[src/rtl/keypad_pkg.sv]
`default_nettype none
// ============================================================================
//  Module   : keypad_pkg
//  Purpose  : Shared types, default timing constants and small helpers for
//             the 4x4 matrix keypad scanner.
//  Revision : 1.0 - initial release
// ============================================================================
package keypad_pkg;

  typedef enum logic [1:0] {SCAN, DEBOUNCE, PRESSED, RELEASE} kscan_state_t;

  // Defaults sized for a 27 MHz clock: 1 ms per row, 10 ms debounce.
  localparam int KP_SCAN_CNT     = 27000;
  localparam int KP_DEBOUNCE_CNT = 270000;

  // Index of the lowest active-low column. Callers only use the result when
  // at least one bit is low.
  function automatic logic [1:0] lowest_low(input logic [3:0] cols);
    lowest_low = 2'd0;
    for (int i = 3; i >= 0; i--) begin
      if (!cols[i]) lowest_low = 2'(i);
    end
  endfunction

  // Active-low one-hot row drive for a row index.
  function automatic logic [3:0] row_drive(input logic [1:0] idx);
    row_drive = ~(4'b0001 << idx);
  endfunction

endpackage
`default_nettype wire

[src/rtl/sync_2ff.sv]
`default_nettype none
// ============================================================================
//  Module   : sync_2ff
//  Purpose  : Two-flop synchronizer for asynchronous level inputs. Resets to
//             all-ones so idle pulled-up lines read as inactive.
//  Revision : 1.0 - initial release
// ============================================================================
module sync_2ff #(
  parameter int WIDTH = 4
) (
  input  logic             clk,
  input  logic             rst_n,
  input  logic [WIDTH-1:0] d,
  output logic [WIDTH-1:0] q
);

  logic [WIDTH-1:0] meta;

  // Two back-to-back flops give the first stage a full cycle to resolve.
  always_ff @(posedge clk or negedge rst_n) begin
    if (!rst_n) begin
      meta <= '1;
      q    <= '1;
    end else begin
      meta <= d;
      q    <= meta;
    end
  end

endmodule
`default_nettype wire

[src/rtl/keypad_scanner.sv]
`default_nettype none
// ============================================================================
//  Module   : keypad_scanner
//  Purpose  : Scans a 4x4 active-low matrix keypad one row at a time,
//             debounces press and release, and reports the accepted key's
//             row/column with a single-cycle key_valid pulse.
//             SCAN_CNT must be >= 4 so the column synchronizer settles
//             inside each row window; DEBOUNCE_CNT must be >= 2.
//  Revision : 1.0 - initial release
// ============================================================================
module keypad_scanner
  import keypad_pkg::*;
#(
  parameter int SCAN_CNT     = KP_SCAN_CNT,
  parameter int DEBOUNCE_CNT = KP_DEBOUNCE_CNT
) (
  input  logic       clk,
  input  logic       rst_n,
  input  logic [3:0] col_in,
  output logic [3:0] row_out,
  output logic [1:0] row,
  output logic [1:0] col,
  output logic       key_valid,
  output logic       key_held
);

  localparam int SC_W = $clog2(SCAN_CNT);
  localparam int DC_W = $clog2(DEBOUNCE_CNT);
  localparam logic [SC_W-1:0] SC_LAST = SC_W'(SCAN_CNT - 1);
  localparam logic [DC_W-1:0] DC_LAST = DC_W'(DEBOUNCE_CNT - 1);

  logic [3:0]      col_s;
  kscan_state_t    state;
  logic [1:0]      rp;
  logic [1:0]      ci;
  logic [SC_W-1:0] sc;
  logic [DC_W-1:0] dc;

  sync_2ff #(
    .WIDTH (4)
  ) u_col_sync (
    .clk   (clk),
    .rst_n (rst_n),
    .d     (col_in),
    .q     (col_s)
  );

  // Scan/debounce state machine. Columns are only sampled at the end of a
  // row window, so the synchronizer always reflects the current row. Once a
  // column is latched the row is frozen until the key is fully released,
  // which keeps every other key masked for the duration of the press.
  always_ff @(posedge clk or negedge rst_n) begin
    if (!rst_n) begin
      state     <= SCAN;
      rp        <= 2'd0;
      ci        <= 2'd0;
      sc        <= '0;
      dc        <= '0;
      row_out   <= 4'b1110;
      row       <= 2'd0;
      col       <= 2'd0;
      key_valid <= 1'b0;
      key_held  <= 1'b0;
    end else begin
      key_valid <= 1'b0;
      case (state)
        SCAN: begin
          if (sc == SC_LAST) begin
            if (col_s != 4'hF) begin
              ci    <= lowest_low(col_s);
              dc    <= '0;
              state <= DEBOUNCE;
            end else begin
              rp      <= rp + 2'd1;
              row_out <= row_drive(rp + 2'd1);
              sc      <= '0;
            end
          end else begin
            sc <= sc + 1'b1;
          end
        end

        DEBOUNCE: begin
          if (col_s[ci]) begin
            // Contact opened before it was stable: retry the same row.
            sc    <= '0;
            state <= SCAN;
          end else if (dc == DC_LAST) begin
            row       <= rp;
            col       <= ci;
            key_valid <= 1'b1;
            key_held  <= 1'b1;
            state     <= PRESSED;
          end else begin
            dc <= dc + 1'b1;
          end
        end

        PRESSED: begin
          if (col_s[ci]) begin
            dc    <= '0;
            state <= RELEASE;
          end
        end

        RELEASE: begin
          if (!col_s[ci]) begin
            // Release bounce: still the same press, no new report.
            state <= PRESSED;
          end else if (dc == DC_LAST) begin
            rp       <= rp + 2'd1;
            row_out  <= row_drive(rp + 2'd1);
            sc       <= '0;
            key_held <= 1'b0;
            state    <= SCAN;
          end else begin
            dc <= dc + 1'b1;
          end
        end

        default: begin
          state <= SCAN;
        end
      endcase
    end
  end

endmodule
`default_nettype wire
[config.mk]
export PLATFORM = sky130hd
export DESIGN_NAME = keypad_scanner
export DESIGN_NICKNAME = d
export VERILOG_FILES = /design/src/rtl/keypad_pkg.sv /design/src/rtl/sync_2ff.sv /design/src/rtl/keypad_scanner.sv
export SDC_FILE = /design/constraint.sdc
export NUM_CORES = 1
export LEC_CHECK = 0
export CORE_UTILIZATION = 25
export DETAILED_ROUTE_END_ITERATION = 6
export PLACE_DENSITY = 0.45
export SLEW_MARGIN = 20
export SYNTH_ARGS = -nofsm -noshare
export SYNTH_HDL_FRONTEND = slang
export SYNTH_HIERARCHICAL = 1
export SYNTH_SLANG_ARGS = --single-unit
[constraint.sdc]
create_clock -name clk -period 7.2 [get_ports clk]
set_input_delay 2.16 -clock clk [delete_from_list [all_inputs] [get_ports clk]]
set_output_delay 2.16 -clock clk [all_outputs]
set_load 0.01 [all_outputs]
==> metrics.sh, run 1 <==
GRT_USE_TOTAL=0.123
AVGSYNTHCELLAREA_SQ_UM=9.73
DOMINANTREGCELLSYNTH='sky130_fd_sc_hd__dfrtp_1'
WORSTSETUPENDPOINTTYPE='primary output'
DETAIL_ROUTE.WIRELENGTH_UM=6900
MOST_COMMON_LIBRARY_CELLS_AFTER_SYNTHESIS='sky130_fd_sc_hd__dfrtp_1 (47), sky130_fd_sc_hd__o21ai_0 (44), sky130_fd_sc_hd__nand2_1 (32)'
OUTCOME='finished, violations left'
TIMING.SLEW.HEADROOM=0.390
CTS-ROOT-BUF='sky130_fd_sc_hd__clkbuf_16'
CRITPATHSLOWESTCELL='sky130_fd_sc_hd__dfstp_2'
PLACE.DETAILED.HPWL_UM=4760
FIRST_ITER_VIOLATIONS=100
POWER.STATIC_LEAKAGE_nW=1.50
NETLIST_TOP_CELLS_AREA='sky130_fd_sc_hd__dfrtp_1 (39%), sky130_fd_sc_hd__dfstp_2 (9.6%), sky130_fd_sc_hd__o21ai_0 (7.3%)'
WORST_PATH_LARGEST_CELL_DELAY_NS=0.52
NUMBER_OF_BUFFERS_ON_THE_LONGEST_CLOCK_PATH=2
GLOBALROUTE.TOTALOVERFLOW=0
ANTENNA-DIODE-COUNT=0
WORST_HOLD_PATH_TYPE='register to register'
VIOLATED_CHECKS='design-rule violations'
TIGHTEST_SLEW_NS=0.912
ASYNCSETRESETFLOPFRACSYNTH=1.00
FLOORPLAN.DIE.WIDTH_UM=112
DIE_Y_UM=112
NUMPLACEDINSTANCES=463
SYNTH_TOP_CELL_BY_AREA='sky130_fd_sc_hd__dfrtp_1'
PLACEMENTROWS=39
CLOCK_INSERTION_DELAY_WORST_SKEW_NS=0.33
DRTANTENNAVIOLNETS=0
GRT_PASS1_VIAS=2387
POSTSYNTHNETCOUNT=326
TIMING.CLOCK.SKEW_NS=0.00395
WORST-PATH-BUF-INV=1
MULTI_INPUT_COMB_AREA_SQ_MM=0.00147
POST-SYNTH-TOP-AREA-FRACTION=0.390
CRIT_REQUIRED_NS=5.04
GLOBALPLACE.CONGESTION=0.725
YOSYS.CELL_COUNT.TOP_TYPE='sky130_fd_sc_hd__dfrtp_1'
FMAXACHIEVABLE_MHz=283
STDCELL_COUNT=479
POWER.DENSITY_mW_PER_MM2=228
CTS_TREE='built'
HOLD_SLACK_NS=0.354
NETLIST_AREA_SQ_MM=0.00302
AREA.GROWTH.SYNTH_TO_FINAL_PCT=21.7
CTS_BUFFERS=9
CTSRESIZECOUNT=0
TIMING.MAX_CAP.VIOLATIONS=0
GRT_SETUP_UNREPAIRED='false'
START_KIND='register'
TIMING.SETUP.TNS_NS=0
CTS_NUM_SINKS=58
CLKTRANSATPATHREGS_NS=0.05
START_UTIL=0.261
CRITICAL_PATH.TOP_DELAY_FAMILY='flip-flops'
DRTPASS1ITERATIONS=7
VDD_IR_DROP_MAX_V=0.000126
SYNTH_ENABLE_FLOP_CELLS=0
DRC_ERRORS=1
FINAL_MAX_SLEW_VIOL_COUNT=0
FIRST_PASS_GRT_WIRE_LENGTH_UM=12300
POSTSYNTHREGISTERBITS=58
YS_WARN_COUNT=6
CORE_SQ_MM=0.0116
YS_SEQ_AREA_FRAC=0.486
FINAL-HOLD-VIOLATION-COUNT=0
DIEAREA_SQ_MM=0.0125
FIN_CRIT_SH=0.491
PATH_CELLS='clkdlybuf4s50_1'
MIN_TCLK_POST_ROUTE_NS=3.53
GRT_ANTENNA_BEFORE_REPAIR=0
POST_CTS.REPAIR.SETUP_BUFFERS=0
POST_SYNTH_INST_COUNT=310
SEQ_AREA_SQ_MM=0.00147
CTS_HOLD_BUF=0
VIA_COUNT=2411
SETUP_VIOL_COUNT_FINAL=0
IO_BUFFERS=15
FLOORPLAN.IO_PINS=16
AVGROUTEDWIREPERCELL_UM=14.4
FILLER_CELL_COUNT=1171
CTS_MAX_LEVEL=3
VIASPERCELL=5.03
TIMING_WORST_SETUP_PATH_TYPE='register to primary output'
WORST-PATH-MAX-FANOUT=2
FINALNETCOUNT=347
CRITPATHARRIVALTIME_NS=1.37
NUMBER_OF_DISTINCT_LIBRARY_CELLS_AFTER_SYNTHESIS=52
DRIVE_GT1_FRAC=0.137
GRT_START_MAX_NET_PINS=59
## report_power, final
group | switching (mW) | leakage (nW) | internal [mW]
sequential | 0.00127 | 0.758 | 0.331
clock | 0.154 | 0.169 | 0.337
combinational | 0.00837 | 0.577 | 0.00366
## path summary, 6_finish.rpt
check,to,startpoint,slack [ns],cells past startpoint
setup / recovery,row_out[1],row_out[1],3.67,1
hold / removal,u_col_sync/q[3],u_col_sync/meta[3],0.35,0
setup reg to reg,sc[9],register,4.26,7
hold reg to reg,u_col_sync/q[3],u_col_sync/meta[3],0.35,0
max in group asynchronous,sc[13],rst_n,4.71,2
min in group asynchronous,dc[11],rst_n,1.99,2
## state kept, by name, summed over array words and instances, names as in the netlist, named ones only
| name | count |
|---|---|
| dc | 19 |
| sc | 15 |
| row_out | 4 |
| u_col_sync/meta | 4 |
| u_col_sync/q | 4 |
| ci | 2 |
| col | 2 |
| row | 2 |
| rp | 2 |
| key_held | 1 |
| key_valid | 1 |
| state | 1 |
## routing by layer
metal,global-route usage,part of all wire
met3,0.0376,0.033
met1,0.166,0.50
met5,0,0
met2,0.190,0.45
met4,0.0342,0.013
## stage by stage
step | utilization | power, mW | setup slack, ns | area [sq um]
floorplan | - | 0.339 | 4.51 | 3020
detailed placement | 0.288 | 0.350 | 4.01 | 3330
global route | 0.317 | 0.863 | 3.63 | 3670
global placement | 0.287 | 0.350 | 4.01 | 3320
CTS | 0.317 | 0.848 | 3.65 | 3670
finish | 0.317 | 0.835 | 3.67 | 3670
## placed cells by master (no fill, tap or decap), types with 3 or more instances in the layout
cell | synthesis | layout
sky130_fd_sc_hd__a21oi_1 | 8 | 8
sky130_fd_sc_hd__a31oi_1 | 6 | 6
sky130_fd_sc_hd__and3_1 | 5 | 5
sky130_fd_sc_hd__bufinv_16 | 0 | 3
sky130_fd_sc_hd__clkbuf_16 | 0 | 9
sky130_fd_sc_hd__clkdlybuf4s50_1 | 0 | 14
sky130_fd_sc_hd__dfrtp_1 | 47 | 47
sky130_fd_sc_hd__dfstp_2 | 11 | 11
sky130_fd_sc_hd__ha_1 | 10 | 10
sky130_fd_sc_hd__inv_1 | 14 | 14
sky130_fd_sc_hd__mux2_2 | 5 | 5
sky130_fd_sc_hd__mux2i_1 | 4 | 4
sky130_fd_sc_hd__nand2_1 | 32 | 32
sky130_fd_sc_hd__nand2b_1 | 5 | 5
sky130_fd_sc_hd__nand3_1 | 15 | 15
sky130_fd_sc_hd__nand4_1 | 9 | 9
sky130_fd_sc_hd__nand4b_1 | 3 | 3
sky130_fd_sc_hd__nor2_1 | 23 | 23
sky130_fd_sc_hd__nor2b_1 | 4 | 4
sky130_fd_sc_hd__nor3_1 | 7 | 7
sky130_fd_sc_hd__nor4_1 | 3 | 3
sky130_fd_sc_hd__o21ai_0 | 44 | 44
sky130_fd_sc_hd__o22a_1 | 3 | 3
sky130_fd_sc_hd__o31ai_1 | 8 | 8
sky130_fd_sc_hd__or3_1 | 6 | 6
## cell families (layout without fill, tap and decap cells)
| kind of cell | Yosys count | count (layout) | synth area share |
|---|---|---|---|
| buffers and inverters | 21 | 47 | 0.0290 |
| muxes | 10 | 10 | 0.0394 |
| DFF | 58 | 58 | 0.486 |
| adders and majority gates | 10 | 10 | 0.0415 |
| xor gates and xnor gates | 1 | 1 | 0.00290 |
| AOI/OAI and AO/OA | 90 | 90 | 0.194 |
| and+or+nand+nor | 120 | 120 | 0.207 |
## cell type report
type                    instances  area share
multi-input cells             231       0.401
flip-flops and latches         58       0.399
clock buffers                   9      0.0614
well taps                     143      0.0488
repair buffers                 17      0.0436
clock inverters                 7      0.0320
inverters                      14      0.0143
Note: power is estimated with default switching activity, not from simulation.
==> run 2: changes to the inputs <==
--- a/config.mk
+++ b/config.mk
@@ -7,7 +7,7 @@
 export LEC_CHECK = 0
 export CORE_UTILIZATION = 25
 export DETAILED_ROUTE_END_ITERATION = 6
-export PLACE_DENSITY = 0.45
+export PLACE_DENSITY = 0.46
 export SLEW_MARGIN = 20
 export SYNTH_ARGS = -nofsm -noshare
 export SYNTH_HDL_FRONTEND = slang
==> constraint.sdc (replaced) <==
create_clock -name clk -period 3.1 [get_ports clk]
set_input_delay 0.93 -clock clk [delete_from_list [all_inputs] [get_ports clk]]
set_output_delay 0.93 -clock clk [all_outputs]
set_load 0.01 [all_outputs]
==> run 2 against run 1 <==
Effect of this change: the flow still finishes with violations (design-rule violations); first-iteration DRC count grew 3.0%; clock skew grew 0.00076 ns; setup slack lost 3.1 ns; wire length shrank 3.5%; register-to-register slack lost 3.7 ns; non-clock buffer count grew 4; highest routed layer unchanged.
==> metrics.sh, run 2 (synthesis results as in run 1) <==
WORST_HOLD_PATH.NUM_CELLS=0
ANTENNA-DIODE-COUNT=0
CLOCK_INSERTION_DELAY_WORST_SKEW_NS=0.32
DETAIL_ROUTE.WIRELENGTH_UM=6660
CTS_BUFFERS=9
FINAL-HOLD-VIOLATION-COUNT=0
FINAL_COMMON_CELL='sky130_fd_sc_hd__dfrtp_1'
AREA.GROWTH.SYNTH_TO_FINAL_PCT=22.5
FINALNETCOUNT=351
FIN_CRIT_SH=0.823
CORE_SQ_MM=0.0116
CRIT_REQUIRED_NS=3.34
CRITPATHARRIVALTIME_NS=2.79
START_KIND='register'
OUTCOME='finished, violations left'
GRT_START_MAX_NET_PINS=32
CTSRESIZECOUNT=0
WORST_HOLD_PATH_TYPE='register to register'
POWER_REPORT.INTERNAL_TOTAL_mW=1.59
FINAL_MAX_SLEW_VIOL_COUNT=0
FIRST_ITER_VIOLATIONS=103
VIOLATED_CHECKS='design-rule violations'
DRTPASS1ITERATIONS=6
FLOORPLAN.IO_PINS=16
GLOBALPLACE.CONGESTION=0.799
CLKTRANSATPATHREGS_NS=0.05
POWER.SHARE.CLOCK=0.587
GRT_ANTENNA_BEFORE_REPAIR=0
PLACEMENTROWS=39
CTS_MAX_LEVEL=3
TIMING.MAX_CAP.VIOLATIONS=0
WORST-PATH-MAX-FANOUT=19
LARGEST_REGISTER_FF_COUNT=19
GRT_SETUP_UNREPAIRED='false'
VDD_IR_DROP_MAX_V=0.000264
NETSWITCHINGPOWER_mW=0.352
FLOORPLAN.DIE.WIDTH_UM=112
VIA_COUNT=2399
IO_BUFFERS=15
FINAL_CORE_UTILIZATION=0.320
WORSTSETUPENDPOINTTYPE='register'
PLACE.DETAILED.HPWL_UM=4680
TIMING.SETUP.TNS_NS=0
LAYOUT.CELLS.MOST_COMMON_LIST='sky130_fd_sc_hd__dfrtp_1 (47), sky130_fd_sc_hd__o21ai_0 (44), sky130_fd_sc_hd__nand2_1 (32), sky130_fd_sc_hd__nor2_1 (23), sky130_fd_sc_hd__nand3_1 (15)'
DIE_Y_UM=112
POWER.STATIC_LEAKAGE_nW=1.51
FMAXACHIEVABLE_MHz=392
DRIVE_GT1_FRAC=0.138
CTS_HOLD_BUF=0
AVGROUTEDWIREPERCELL_UM=13.8
CTS-ROOT-BUF='sky130_fd_sc_hd__clkbuf_16'
COMBPWRFRAC=0.015
POST_CTS.REPAIR.SETUP_BUFFERS=0
MIN_TCLK_POST_ROUTE_NS=2.55
START_UTIL=0.261
TIMING.CLOCK.SKEW_NS=0.00471
CTS_TREE='built'
TIMING_WORST_SETUP_PATH_TYPE='register to register'
TIGHTEST_SLEW_NS=0.624
LAYOUT_TOP_REGISTERS='dc (19), sc (15)'
SETUP_VIOL_COUNT_FINAL=0
DRTANTENNAVIOLNETS=0
DIEAREA_SQ_MM=0.0125
POWER.SWITCHING_FRACTION=0.182
REG2REG_PATH_DEPTH=8
NUMBER_OF_BUFFERS_ON_THE_LONGEST_CLOCK_PATH=2
POWER.SHARE.SEQUENTIAL=0.398
GRT_USE_TOTAL=0.117
GRT_PASS1_VIAS=2384
TIMING.SLEW.HEADROOM=0.581
FIRST_PASS_GRT_WIRE_LENGTH_UM=11700
CTS_NUM_SINKS=58
MAX_FLOP_REGISTER='dc'
GLOBALROUTE.TOTALOVERFLOW=0
DRC_ERRORS=2
POWER.DENSITY_mW_PER_MM2=524
VIASPERCELL=4.97
[run 2: cell count changes in the layout (fill, tap and decap cells not counted), sizes merged]
cell and change:
buf +4, clkbuf +3, clkinv -3
[run 2: critical path, cell delays in order (launching register included)]
cell	delay, ns
sky130_fd_sc_hd__dfrtp_1	0.39
sky130_fd_sc_hd__ha_1	0.25
sky130_fd_sc_hd__and3_1	0.22
sky130_fd_sc_hd__and4_1	0.22
sky130_fd_sc_hd__a2111oi_2	0.53
sky130_fd_sc_hd__o31ai_2	0.13
sky130_fd_sc_hd__buf_4	0.21
sky130_fd_sc_hd__or3_1	0.36
sky130_fd_sc_hd__a21oi_1	0.15
[run 2: final cells by class]
class | count | area [sq um]
multi-input cells | 231 | 1460
repair buffers | 21 | 190
flip-flops and latches | 58 | 1470
fillers | 1150 | 7870
inverters | 14 | 52.6
clock inverters | 4 | 98.8
well taps | 143 | 179
clock buffers | 12 | 246
[run 2: through the flow]
stage / setup slack, ns / cell area [sq um] / instances / total power [mW] / hold slack, ns
6_report: 0.550 / 3700 / 483 / 1.94 / 0.353
5_1_grt: 0.354 / 3700 / 483 / 2.01 / 0.357
4_1_cts: 0.543 / 3700 / 483 / 1.97 / 0.355
2_1_floorplan: 0.757 / 3020 / 310 / 0.789 / 0.345
3_3_place_gp: 0.598 / 3350 / 467 / 0.814 / 0.346
3_5_place_dp: 0.556 / 3350 / 467 / 0.814 / 0.347
[run 2: per-layer routing]
layer	part of all wire	track usage
met2	0.45	0.181
met3	0.038	0.0376
met5	0	0
met1	0.50	0.158
met4	0.011	0.0279
[run 2: power by group through the flow]
stage / logic [mW] / clock network [mW] / registers (mW)
3_5_place_dp: 0.0311 / 0 / 0.783
2_1_floorplan: 0.00608 / 0 / 0.782
5_1_grt: 0.0347 / 1.21 / 0.770
4_1_cts: 0.0313 / 1.17 / 0.770
6_report: 0.0294 / 1.14 / 0.771
3_3_place_gp: 0.0306 / 0 / 0.783
[run 2: final timing paths]
| path | start | endpoint | slack, ns |
|---|---|---|---|
| hold / removal | u_col_sync/meta[1] | u_col_sync/q[1] | 0.35 |
| min in group asynchronous | rst_n | dc[6] | 0.63 |
| setup reg to reg | dc[0] | dc[11] | 0.55 |
| hold reg to reg | u_col_sync/meta[1] | u_col_sync/q[1] | 0.35 |
| max in group asynchronous | rst_n | u_col_sync/meta[1] | 2.12 |
| setup / recovery | dc[0] | dc[11] | 0.55 |
==> run 3: changes to the inputs <==
==> constraint.sdc (replaced) <==
create_clock -name clk -period 2.3 [get_ports clk]
set_input_delay 0.69 -clock clk [delete_from_list [all_inputs] [get_ports clk]]
set_output_delay 0.69 -clock clk [all_outputs]
set_load 0.01 [all_outputs]
==> run 3 against run 2 <==
Effect of this change: the run still ends with design-rule violations left; global-route usage grew 1.4 points; utilization is 4.7 points higher; critical path depth grew 1; design area grew 15%; sequential power is 35% higher; critical path type unchanged; die area unchanged; hold slack gained 0.00064 ns; critical endpoint unchanged; wire length increased by 12%; largest cell class is now multi-input combinational cells.
==> metrics.sh, run 3 (synthesis results as in run 1) <==
POWER.SWITCHING_FRACTION=0.183
GLOBALPLACE.CONGESTION=0.735
GRT_ANTENNA_BEFORE_REPAIR=0
OUTCOME='finished, violations left'
TIGHTEST_SLEW_NS=0.475
DETAIL_ROUTE.WIRELENGTH_UM=7420
FINAL_CORE_UTILIZATION=0.366
FLOORPLAN.IO_PINS=16
DIEAREA_SQ_MM=0.0125
FIRST_PASS_GRT_WIRE_LENGTH_UM=12900
CTS_HOLD_BUF=0
START_KIND='register'
CTS_NUM_SINKS=58
TIMING.MAX_CAP.VIOLATIONS=0
WORST-PATH-MAX-FANOUT=7
CLKTRANSATPATHREGS_NS=0.05
TIMING.SLEW.HEADROOM=0.679
GRT_SETUP_UNREPAIRED='true'
CTS_MAX_LEVEL=3
GLOBALROUTE.TOTALOVERFLOW=0
POST_ROUTE_STANDARD_CELL_AREA_EXCLUDING_FILLERS_SQ_MM=0.00424
POWER.SHARE.CLOCK=0.589
WORSTSETUPENDPOINTTYPE='register'
FIRST_ITER_VIOLATIONS=162
POSTPLACECELLAREA_SQ_MM=0.00371
VIASPERCELL=4.87
SETUP_VIOL_COUNT_FINAL=0
LARGEST_REGISTER_FF_COUNT=19
TIMING_WORST_SETUP_PATH_TYPE='register to register'
CTS_TREE='built'
TIMING.SETUP.TNS_NS=0
MAX_FLOP_REGISTER='dc'
LAYOUT.CELLS.MOST_COMMON_LIST='sky130_fd_sc_hd__buf_4 (50), sky130_fd_sc_hd__dfrtp_1 (47), sky130_fd_sc_hd__o21ai_0 (44), sky130_fd_sc_hd__nand2_1 (31), sky130_fd_sc_hd__nor2_1 (22)'
NUMBER_OF_BUFFERS_ON_THE_LONGEST_CLOCK_PATH=2
CORE_SQ_MM=0.0116
VIA_COUNT=2588
LAYOUT_TOP_REGISTERS='dc (19), sc (15)'
REG2REG_PATH_DEPTH=9
IO_BUFFERS=15
FINAL_MAX_SLEW_VIOL_COUNT=0
POWER.DENSITY_mW_PER_MM2=627
NETSWITCHINGPOWER_mW=0.487
POWER_REPORT.INTERNAL_TOTAL_mW=2.17
FMAXACHIEVABLE_MHz=450
VDD_IR_DROP_MAX_V=0.000431
HOLD_SLACK_NS=0.354
GRT_USE_TOTAL=0.131
AREA.GROWTH.SYNTH_TO_FINAL_PCT=40.4
VIOLATED_CHECKS='design-rule violations'
PLACEMENTROWS=39
ANTENNA-DIODE-COUNT=0
DRTPASS1ITERATIONS=6
CLOCK_INSERTION_DELAY_WORST_SKEW_NS=0.33
FINALNETCOUNT=399
DRC_ERRORS=2
AVGROUTEDWIREPERCELL_UM=14.0
FILLER_CELL_COUNT=1172
CRITPATHARRIVALTIME_NS=2.47
GRT_PASS1_VIAS=2634
CRIT_REQUIRED_NS=2.55
WORST_HOLD_PATH.NUM_CELLS=0
WORST_HOLD_PATH_TYPE='register to register'
POWER.SHARE.SEQUENTIAL=0.391
DIE_Y_UM=112
GRT_START_MAX_NET_PINS=59
FINAL_COMMON_CELL='sky130_fd_sc_hd__buf_4'
DRTANTENNAVIOLNETS=0
MIN_TCLK_POST_ROUTE_NS=2.22
POWER.STATIC_LEAKAGE_nW=1.81
CTS-ROOT-BUF='sky130_fd_sc_hd__clkbuf_16'
COMBPWRFRAC=0.020
FIN_CRIT_SH=0.966
FINAL-HOLD-VIOLATION-COUNT=0
PLACE.DETAILED.HPWL_UM=5300
CTS_BUFFERS=9
DRIVE_GT1_FRAC=0.291
START_UTIL=0.261
TIMING.CLOCK.SKEW_NS=0.00767
FLOORPLAN.DIE.WIDTH_UM=112
run 3: area by class of cell:
cell class	instances	area (sq um)	share of cell area
multi-input combinational	231	1600	0.379
clock inverter	5	100	0.0236
clock buffer	11	253	0.0597
tap	143	179	0.0422
timing repair buffer	69	583	0.138
sequential	58	1470	0.346
inverter	14	52.6	0.0124
run 3: timing repair:
action | 4_1_cts | 5_1_grt
resized for setup | 5 | 23
buffers inserted | 0 | 4
endpoints found under the hold margin | 0 | 0
setup endpoints to repair | 7 | 34
pin swaps | 2 | 7
run 3: final timing paths:
kind	start	to	slack, ns
max in group asynchronous	rst_n	u_col_sync/q[3]	1.62
min in group asynchronous	rst_n	dc[11]	0.37
setup / recovery	dc[0]	dc[11]	0.08
hold reg to reg	u_col_sync/meta[1]	u_col_sync/q[1]	0.35
setup reg to reg	dc[0]	dc[11]	0.08
hold / removal	u_col_sync/meta[1]	u_col_sync/q[1]	0.35
run 3: layer usage:
metal / share of wire / up-vias / GRT usage
met5: 0 / - / 0
met4: 0.0046 / 0 / 0.0459
met3: 0.035 / 4 / 0.0348
met2: 0.47 / 46 / 0.204
met1: 0.49 / 1249 / 0.175
li1: - / 1289 / -
run 3: worst max-delay path: stages, from the launching register on:
cell,delay (ns)
sky130_fd_sc_hd__dfrtp_1,0.39
sky130_fd_sc_hd__ha_1,0.21
sky130_fd_sc_hd__and3_1,0.17
sky130_fd_sc_hd__and4_4,0.17
sky130_fd_sc_hd__a2111oi_4,0.28
sky130_fd_sc_hd__buf_4,0.20
sky130_fd_sc_hd__o31ai_4,0.08
sky130_fd_sc_hd__buf_6,0.14
sky130_fd_sc_hd__or3_4,0.36
sky130_fd_sc_hd__a21oi_2,0.14
run 3: power groups by stage:
stage / sequential, mW / clock, mW / combinational, mW
floorplan: 1.05 / 0 / 0.00820
global placement: 1.05 / 0 / 0.0508
detailed placement: 1.05 / 0 / 0.0507
CTS: 1.04 / 1.61 / 0.0522
global route: 1.04 / 1.64 / 0.0599
finish: 1.04 / 1.56 / 0.0526
run 3: stage by stage:
stage / setup WS [ns] / std cells / total power, mW
after CTS: 0.0133 / 527 / 2.70
after global placement: -0.0843 / 511 / 1.11
after floorplan: 0.0218 / 310 / 1.06
after detailed placement: -0.118 / 511 / 1.11
final: 0.0776 / 531 / 2.65
after global routing: -0.0485 / 531 / 2.74
